==> src/rtl/v810_exc_seq.sv <==
// V810 exception / interrupt / RETI sequencer.
// Saves PC and PSW, records ECR, updates PSW and redirects fetch; RETI restores them.
module v810_exc_seq (
  input  logic        CLK,
  input  logic        RESn,
  input  logic        CE,
  input  logic        EXC_REQ,
  input  logic [15:0] EXC_CODE,
  input  logic [31:0] EXC_PC,
  input  logic        INT_REQ,
  input  logic [3:0]  INT_LEVEL,
  input  logic [31:0] INT_PC,
  input  logic        RETI_REQ,
  output logic        ACK,
  input  logic [31:0] PSW,
  output logic [4:0]  SR_RA,
  input  logic [31:0] SR_RD,
  output logic [4:0]  SR_WA,
  output logic [31:0] SR_WD,
  output logic        SR_WE,
  output logic [31:0] PSW_SET,
  output logic [31:0] PSW_RESET,
  output logic [15:0] ECR_CC,
  output logic        ECR_SET_EICC,
  output logic        ECR_SET_FECC,
  output logic        REDIR_VALID,
  output logic [31:0] REDIR_PC,
  output logic        BUSY,
  output logic        FATAL
);

  localparam logic [4:0] SrEipc  = 5'd0;
  localparam logic [4:0] SrEipsw = 5'd1;
  localparam logic [4:0] SrFepc  = 5'd2;
  localparam logic [4:0] SrFepsw = 5'd3;
  localparam logic [4:0] SrPsw   = 5'd5;

  localparam int unsigned PswId = 12;
  localparam int unsigned PswEp = 14;
  localparam int unsigned PswNp = 15;

  localparam logic [31:0] MaskId = 32'h0000_1000;
  localparam logic [31:0] MaskAe = 32'h0000_2000;
  localparam logic [31:0] MaskEp = 32'h0000_4000;
  localparam logic [31:0] MaskNp = 32'h0000_8000;
  localparam logic [31:0] FeVector = 32'hFFFF_FFD0;

  typedef enum logic [3:0] {
    StIdle, StSavePc, StSavePsw, StUpdPsw, StRedir, StRdPc, StRdPsw, StWrPsw, StHalt
  } state_e;

  typedef enum logic [1:0] {KindEi, KindFe, KindReti} kind_e;

  state_e      state_q, state_d;
  kind_e       kind_q, kind_d;
  logic        is_int_q, is_int_d;
  logic [15:0] code_q, code_d;
  logic [31:0] pc_q, pc_d;
  logic [31:0] psw_q, psw_d;
  logic [31:0] tgt_q, tgt_d;
  logic        fatal_q, fatal_d;

  logic        can_acc, int_ok, acc_exc, acc_reti, acc_int;
  logic [15:0] acc_code;
  logic        fe, reti_np;

  assign can_acc  = (state_q == StIdle) && CE && !fatal_q;
  assign int_ok   = INT_REQ && !PSW[PswId] && !PSW[PswEp] && !PSW[PswNp] &&
                    (INT_LEVEL >= PSW[19:16]);
  assign acc_exc  = can_acc && EXC_REQ;
  assign acc_reti = can_acc && !EXC_REQ && RETI_REQ;
  assign acc_int  = can_acc && !EXC_REQ && !RETI_REQ && int_ok;
  assign ACK      = acc_exc || acc_reti || acc_int;
  assign acc_code = acc_exc ? EXC_CODE : {8'hFE, INT_LEVEL, 4'h0};

  always_comb begin
    state_d  = state_q;
    kind_d   = kind_q;
    is_int_d = is_int_q;
    code_d   = code_q;
    pc_d     = pc_q;
    psw_d    = psw_q;
    tgt_d    = tgt_q;
    fatal_d  = fatal_q;
    if (CE) begin
      case (state_q)
        StIdle: begin
          if (acc_exc || acc_int) begin
            code_d   = acc_code;
            pc_d     = acc_exc ? EXC_PC : INT_PC;
            psw_d    = PSW;
            is_int_d = acc_int;
            if (acc_exc && PSW[PswNp]) begin
              fatal_d = 1'b1;
              state_d = StHalt;
            end else begin
              kind_d  = PSW[PswEp] ? KindFe : KindEi;
              tgt_d   = PSW[PswEp] ? FeVector : {16'hFFFF, acc_code[15:4], 4'h0};
              state_d = StSavePc;
            end
          end else if (acc_reti) begin
            kind_d   = KindReti;
            psw_d    = PSW;
            is_int_d = 1'b0;
            state_d  = StRdPc;
          end
        end
        StSavePc:  state_d = StSavePsw;
        StSavePsw: state_d = StUpdPsw;
        StUpdPsw:  state_d = StRedir;
        StRedir:   state_d = StIdle;
        StRdPc: begin
          tgt_d   = {SR_RD[31:1], 1'b0};
          state_d = StRdPsw;
        end
        StRdPsw: begin
          // Snapshot is no longer needed once the save-register source is chosen.
          psw_d   = SR_RD;
          state_d = StWrPsw;
        end
        StWrPsw:   state_d = StRedir;
        StHalt:    state_d = StHalt;
        default:   state_d = StIdle;
      endcase
    end
  end

  always_ff @(posedge CLK or negedge RESn) begin
    if (!RESn) begin
      state_q  <= StIdle;
      kind_q   <= KindEi;
      is_int_q <= 1'b0;
      code_q   <= '0;
      pc_q     <= '0;
      psw_q    <= '0;
      tgt_q    <= '0;
      fatal_q  <= 1'b0;
    end else begin
      state_q  <= state_d;
      kind_q   <= kind_d;
      is_int_q <= is_int_d;
      code_q   <= code_d;
      pc_q     <= pc_d;
      psw_q    <= psw_d;
      tgt_q    <= tgt_d;
      fatal_q  <= fatal_d;
    end
  end

  assign fe      = (kind_q == KindFe);
  assign reti_np = psw_q[PswNp];
  assign BUSY    = (state_q != StIdle);
  assign FATAL   = fatal_q;

  always_comb begin
    SR_RA        = SrPsw;
    SR_WA        = '0;
    SR_WD        = '0;
    SR_WE        = 1'b0;
    PSW_SET      = '0;
    PSW_RESET    = '0;
    ECR_CC       = code_q;
    ECR_SET_EICC = 1'b0;
    ECR_SET_FECC = 1'b0;
    REDIR_VALID  = 1'b0;
    REDIR_PC     = tgt_q;
    case (state_q)
      StSavePc: begin
        SR_WE        = 1'b1;
        SR_WA        = fe ? SrFepc : SrEipc;
        SR_WD        = pc_q;
        ECR_SET_FECC = fe;
        ECR_SET_EICC = !fe;
      end
      StSavePsw: begin
        SR_WE = 1'b1;
        SR_WA = fe ? SrFepsw : SrEipsw;
        SR_WD = psw_q;
      end
      StUpdPsw: begin
        if (fe) begin
          PSW_SET   = MaskNp | MaskId;
          PSW_RESET = MaskAe;
        end else begin
          PSW_SET   = MaskEp | MaskId;
          PSW_RESET = MaskAe;
          if (is_int_q) begin
            // New mask level is one above the accepted level, saturating at 15.
            PSW_RESET[19:16] = 4'hF;
            PSW_SET[19:16]   = (code_q[7:4] == 4'hF) ? 4'hF : code_q[7:4] + 4'h1;
          end
        end
      end
      StRedir:  REDIR_VALID = 1'b1;
      StRdPc:   SR_RA = reti_np ? SrFepc : SrEipc;
      StRdPsw:  SR_RA = reti_np ? SrFepsw : SrEipsw;
      StWrPsw: begin
        SR_WE = 1'b1;
        SR_WA = SrPsw;
        SR_WD = psw_q;
      end
      default: ;
    endcase
  end

endmodule

==> config.mk <==
export PLATFORM = sky130hd
export DESIGN_NAME = v810_exc_seq
export DESIGN_NICKNAME = d
export VERILOG_FILES = /design/src/rtl/v810_exc_seq.sv
export SDC_FILE = /design/constraint.sdc
export NUM_CORES = 1
export LEC_CHECK = 0
export BUFFER_PORTS_ARGS = -buffer_cell sky130_fd_sc_hd__buf_2
export CAP_MARGIN = 20
export CORE_MARGIN = 1.5
export CORE_UTILIZATION = 29
export DETAILED_ROUTE_END_ITERATION = 10
export GPL_TIMING_DRIVEN = 0
export PLACE_DENSITY = 0.66
export SETUP_SLACK_MARGIN = 0.2
export SYNTH_ARGS = -nofsm -noshare
export SYNTH_HDL_FRONTEND = slang
export SYNTH_SLANG_ARGS = --single-unit
==> constraint.sdc <==
create_clock -name CLK -period 5.4 [get_ports CLK]
set_input_delay 1.08 -clock CLK [delete_from_list [all_inputs] [get_ports CLK]]
set_output_delay 1.08 -clock CLK [all_outputs]
set_load 0.03 [all_outputs]
; ---- Word level (Yosys, flattened, before mapping)
; Cells that the tools add are included.
[word_totals]
regBits = 120
in_bits = 154
output_inout_bits = 161
elab_cells = 98
[op_classes]
n_addsub = 1
n_lt_le_gt_ge = 1
eq_ne = 14
muxes = 37
n_reduce_logical = 37
[op_table]
columns = op, count
row1 = $pmux W32 S2, 3
row2 = $mux W32, 5
row3 = $mux W20, 4
row4 = $mux W16, 2
row5 = $pmux W4 S7, 1
row6 = $mux W4, 6
row7 = $eq A4 B3 Y1 const B, 4
row8 = $mux W2, 7
row9 = $logic_and A1 B1 Y1, 12
row10 = $reduce_and A4 Y1, 3
row11 = $pmux W3 S3, 1
row12 = $reduce_and A3 Y1, 3
row13 = $eq A4 B2 Y1 const B, 2
row14 = $eq A4 B4 Y1 const B, 2
row15 = $logic_not A1 Y1, 7
row16 = $mux W1, 7
row17 = $pmux W3 S2, 1
row18 = $reduce_bool A2 Y1, 3
row19 = $add A4 B1 Y4 const B, 1
row20 = $eq A4 B1 Y1 const B, 1
row21 = $ge A4 B4 Y1, 1
row22 = $logic_not A4 Y1, 1
row23 = $ne A2 B2 Y1 const B, 2
row24 = $reduce_bool A4 Y1, 1
row25 = other kinds (7), 10

; ---- Logic depth before layout (Yosys ltp)
[depth]
word_depth = 9
depth_mapped = 9
depth_no_buf = 7

; ---- Least setup slack after synthesis
; Ideal clock, no wire load.
[synth_timing]
kind = flip-flop to output port
from = register state_q[0]
to = output PSW_SET[19]
arrival_time_ps = 2826
t_required_ps = 4320
setup_slack_ps = 1494
path_stages_with_launch = 7
n_path_buf = 1
path_cell_list = dfrtp_1 buf_2 nand2_1 nor3_1 and2_1 nand2_1 a211oi_1
[synth_via]
elab_chain_len = 2
[synth_lines]
columns = element, line
row1 = "start, declared", 54  ; state_e state_q, state_d;
row2 = "start signal, assigned", 130  ; state_q <= StIdle;
row3 = "start signal, assigned", 139  ; state_q <= state_d;
row4 = $eq A4 B2 Y1, 167  ; case (state_q)
row5 = $mux W20, 167
row6 = "end, declared", 21  ; output logic [31:0] PSW_SET,
; No other way between the ends.

; ---- Worst setup path after layout
[layout_timing]
from = register state_q[0]
to = output SR_WD[22]
[layout_via]
elab_chain_len = 3
word_cells_on_any_way = 5
cone_classes = eq/ne: 3 / mux: 1 / reduce/logical: 1
[layout_lines]
columns = element, line
row1 = $eq A4 B3 Y1 or $eq A4 B2 Y1 (tied branches), 167
row2 = $reduce_or A2 Y1 (no source line), -
row3 = $pmux W32 S2 *, 167
row4 = "end, declared", 19  ; output logic [31:0] SR_WD,
; Mark *: on every way between the ends. The rest lies on a longest branch, timed or not.

==> run summary <==
status: finished clean
most used cell, CP: buf_2
CTS Buf Count: 17
final setup fails: 0
Crit Path Category: reg -> out
Via density: 4.74
multiplexer share of the synthesized area: 8.57%
Power per Cell Area: 508 nW/um^2
placed cell count: 1,241
simple-gate share of the synthesized area: 11.2%
initial antenna violation count: 3
final wirelength: 23.4 mm
clk_lat worst skew: 0.41 ns
R2R setup slack: 2.52 ns
DR WL/cell: 18.3 um
CP Cell Sequence: buf_2 -> xor2_1 -> nor3_1 -> clkbuf_1 -> a22o_1 -> buf_2
Crit path max-delay family: buffers and inverters
fin area: 8880 um^2
Nets: 1,139
worst hold path depth: 1
Worst slew margin: 24.9%
leak pwr: 4.70 nW
DP Wirelength: 18.2 mm
top cell type's share of synthesized area: 46.6%
Placer Congestion: 0.875
Routed Antenna Nets: 0
hold buffers post-CTS: 0
largest family of logic cells by synthesized area: compound AO/OA/AOI/OAI gates
Root Driver: clkbuf_16
GRT Total Usage: 20.3%
dominant cells by area after synthesis: dfrtp_1 47%, buf_4 7.5%, nand2_1 6.6%
prevailing post-synth register cell: dfrtp_1
post-cts resize count: 0
xor/xnor share of the synthesized area: 0.274%
Tot Pwr: 4.51 mW
first-pass GRT wire length: 34.2 mm
Yosys cell types: 49
P_int: 2.54 mW
TritonRoute pass-1 iters: 4
die area: 23,000 um^2
Hold Path End: REDIR_PC[13]
flops & latches, synth: 119
WP data required: 4.32 ns
CTS tree: built
initial core utilization: 29.4%
Area growth, synth to finish: 38.9%
CTS sink count: 119
post-CTS setup buffer count: 0
Adder-Cell Fraction of Synth Area: 0.978%
Die Y: 152 um
vias in the first global route: 5,796
Worst Max-Slew Pin Slew: 1.12 ns
Setup crit end kind: output port
Worst setup SP type: flip-flop
port bufs: 256
compound-gate portion of the synthesized area: 20.9%
critical path fanouts, max: 10
RSZ-0062 raised after global routing: no
clk_skew: 0.00600 ns
worst stage delay on the critical path: 0.86 ns
Critical R2R Launch: state_q[3]
Max Fclk: 239 MHz
clock period minus worst slack: 4.19 ns
register area share after synthesis: 46.6%
Die Wd: 152 um
Clock H-tree levels: 4
syn_area_per_cell: 9.87 um^2
worst r2r path cells: 6
HP Start: REDIR_PC[13]
Yosys warning count: 0
CP max stage cell: nor3_1
non-filler cells, final: 1,276
Worst IR Drop VDD: 231 uV
total core area: 21,800 um^2
Post-synth ARST share: 100%
Reg clk slew, reported paths: 0.06 ns
Pins Over Slew Limit: 0
Max Cap Violations: 0
top post-synthesis cells by count: 119 x dfrtp_1, 113 x nand2_1, 64 x buf_4
Worst R2R End: pc_q[25]
setup_tns: 0 ns
fin crit share: 77.6%
DRC Markers: 0
Cell Area, Placed: 8270 um^2
Post-Syn Area: 6400 um^2
Switch Pwr: 1.97 mW
number of synthesized flops with an enable pin: 0
combinational share of power: 45.3%
Max clock buf depth: 2
HP Class: reg -> reg
Flop pwr share: 28.8%
via count: 6,043
Clock power frac: 25.9%
final hold violation count: 0
gr ovfl total: 0
cell taking the most area after synthesis: dfrtp_1
Worst Path Arrival: 3.11 ns
Iter 0 DRT Violations: 319
largest net degree at the start of global routing: 92
io pins: 315
Gate Count Post-Synth: 648
most numerous cell in the Yosys netlist: dfrtp_1
switching part of the total power: 43.6%
layout cells sized above 1: 40.7%
site row count: 54
CP Buf/Inv Count: 3
-- per-layer routing --
| layer | GRT usage [%] | share of wire (%) | up-vias |
|---|---|---|---|
| li1 | - | - | 2874 |
| met1 | 26.5 | 43 | 2878 |
| met2 | 33.1 | 48 | 250 |
| met3 | 3.95 | 6.0 | 39 |
| met4 | 8.22 | 2.6 | 2 |
| met5 | 0 | 0.056 | - |
-- cells by family (layout without fill, tap and decap cells) --
kind of cell	after synthesis	in the layout
flops	119	119
xor+xnor	2	2
fa+ha+maj	5	5
mux	50	50
buf+inv	127	416
compound gates	179	179
simple gates	165	165
other cells	1	60
-- worst max-delay path by stage --
stage | from | endpoint | slack [ns] | cells after the start
finish | state_q[0] | SR_WD[22] | 1.21 | 6
global route | state_q[0] | SR_WD[1] | 1.06 | 6
CTS | state_q[0] | SR_WD[18] | 1.20 | 6
detailed placement | PSW[18] | ACK | 1.46 | 9
global placement | PSW[18] | ACK | 1.45 | 9
floorplan | state_q[0] | PSW_SET[19] | 1.49 | 6
-- cell usage in the layout, fill, tap and decap left out, types with 2 or more instances in the layout --
cell and count:
inv_1 20, clkinv_4 2, buf_4 64, a2bb2oi_1 32, nor4_1 2, nor2_1 17, and3_1 3, and2_1 3
ha_1 5, clkinvlp_4 5, a22o_1 36, o21ai_0 16, diode_2 3, a211oi_1 2, mux2i_1 12, o22ai_1 40
clkbuf_1 26, a21oi_1 17, buf_1 3, nand3_1 5, dfrtp_1 119, a31oi_1 2, clkinv_2 3, nand2b_1 6
nor2b_1 3, o22a_1 23, conb_1 57, buf_2 268, nor3_1 6, mux2_2 33, inv_6 2, mux2_1 5
nand2_1 113, clkbuf_16 17, bufinv_16 3
-- flip-flops by register name, indices dropped and copies added, names as in the netlist --
signal and cells:
pc_q 32, psw_q 32, REDIR_PC 31, ECR_CC 16
state_q 4, kind_q 2, FATAL 1, is_int_q 1
-- power groups by stage --
stage	Combinational, mW	Sequential [mW]	Clock, mW
finish	2.04	1.30	1.17
global route	2.18	1.33	1.22
CTS	2.06	1.30	1.18
detailed placement	2.05	1.31	0
global placement	2.03	1.31	0
floorplan	1.18	1.48	0
-- cell type report --
type	count	area (um^2)
plain buffers	106	654
well taps	280	350
multi-input cells	458	2900
clock inverters	15	178
repair buffers	257	1320
inverters	21	78.8
flip-flops and latches	119	2980
clock buffers	17	425
fillers	2216	12900
diodes	3	7.51
-- metrics by stage --
stage | hold slack, ns | utilization (%) | setup slack [ns]
2_1_floorplan | 0.460 | - | 1.49
3_3_place_gp | 0.466 | 37.9 | 1.45
3_5_place_dp | 0.472 | 38.0 | 1.46
4_1_cts | 0.485 | 40.8 | 1.20
5_1_grt | 0.509 | 40.8 | 1.06
6_report | 0.483 | 40.8 | 1.21
Note: power is estimated with default switching activity, not from simulation.
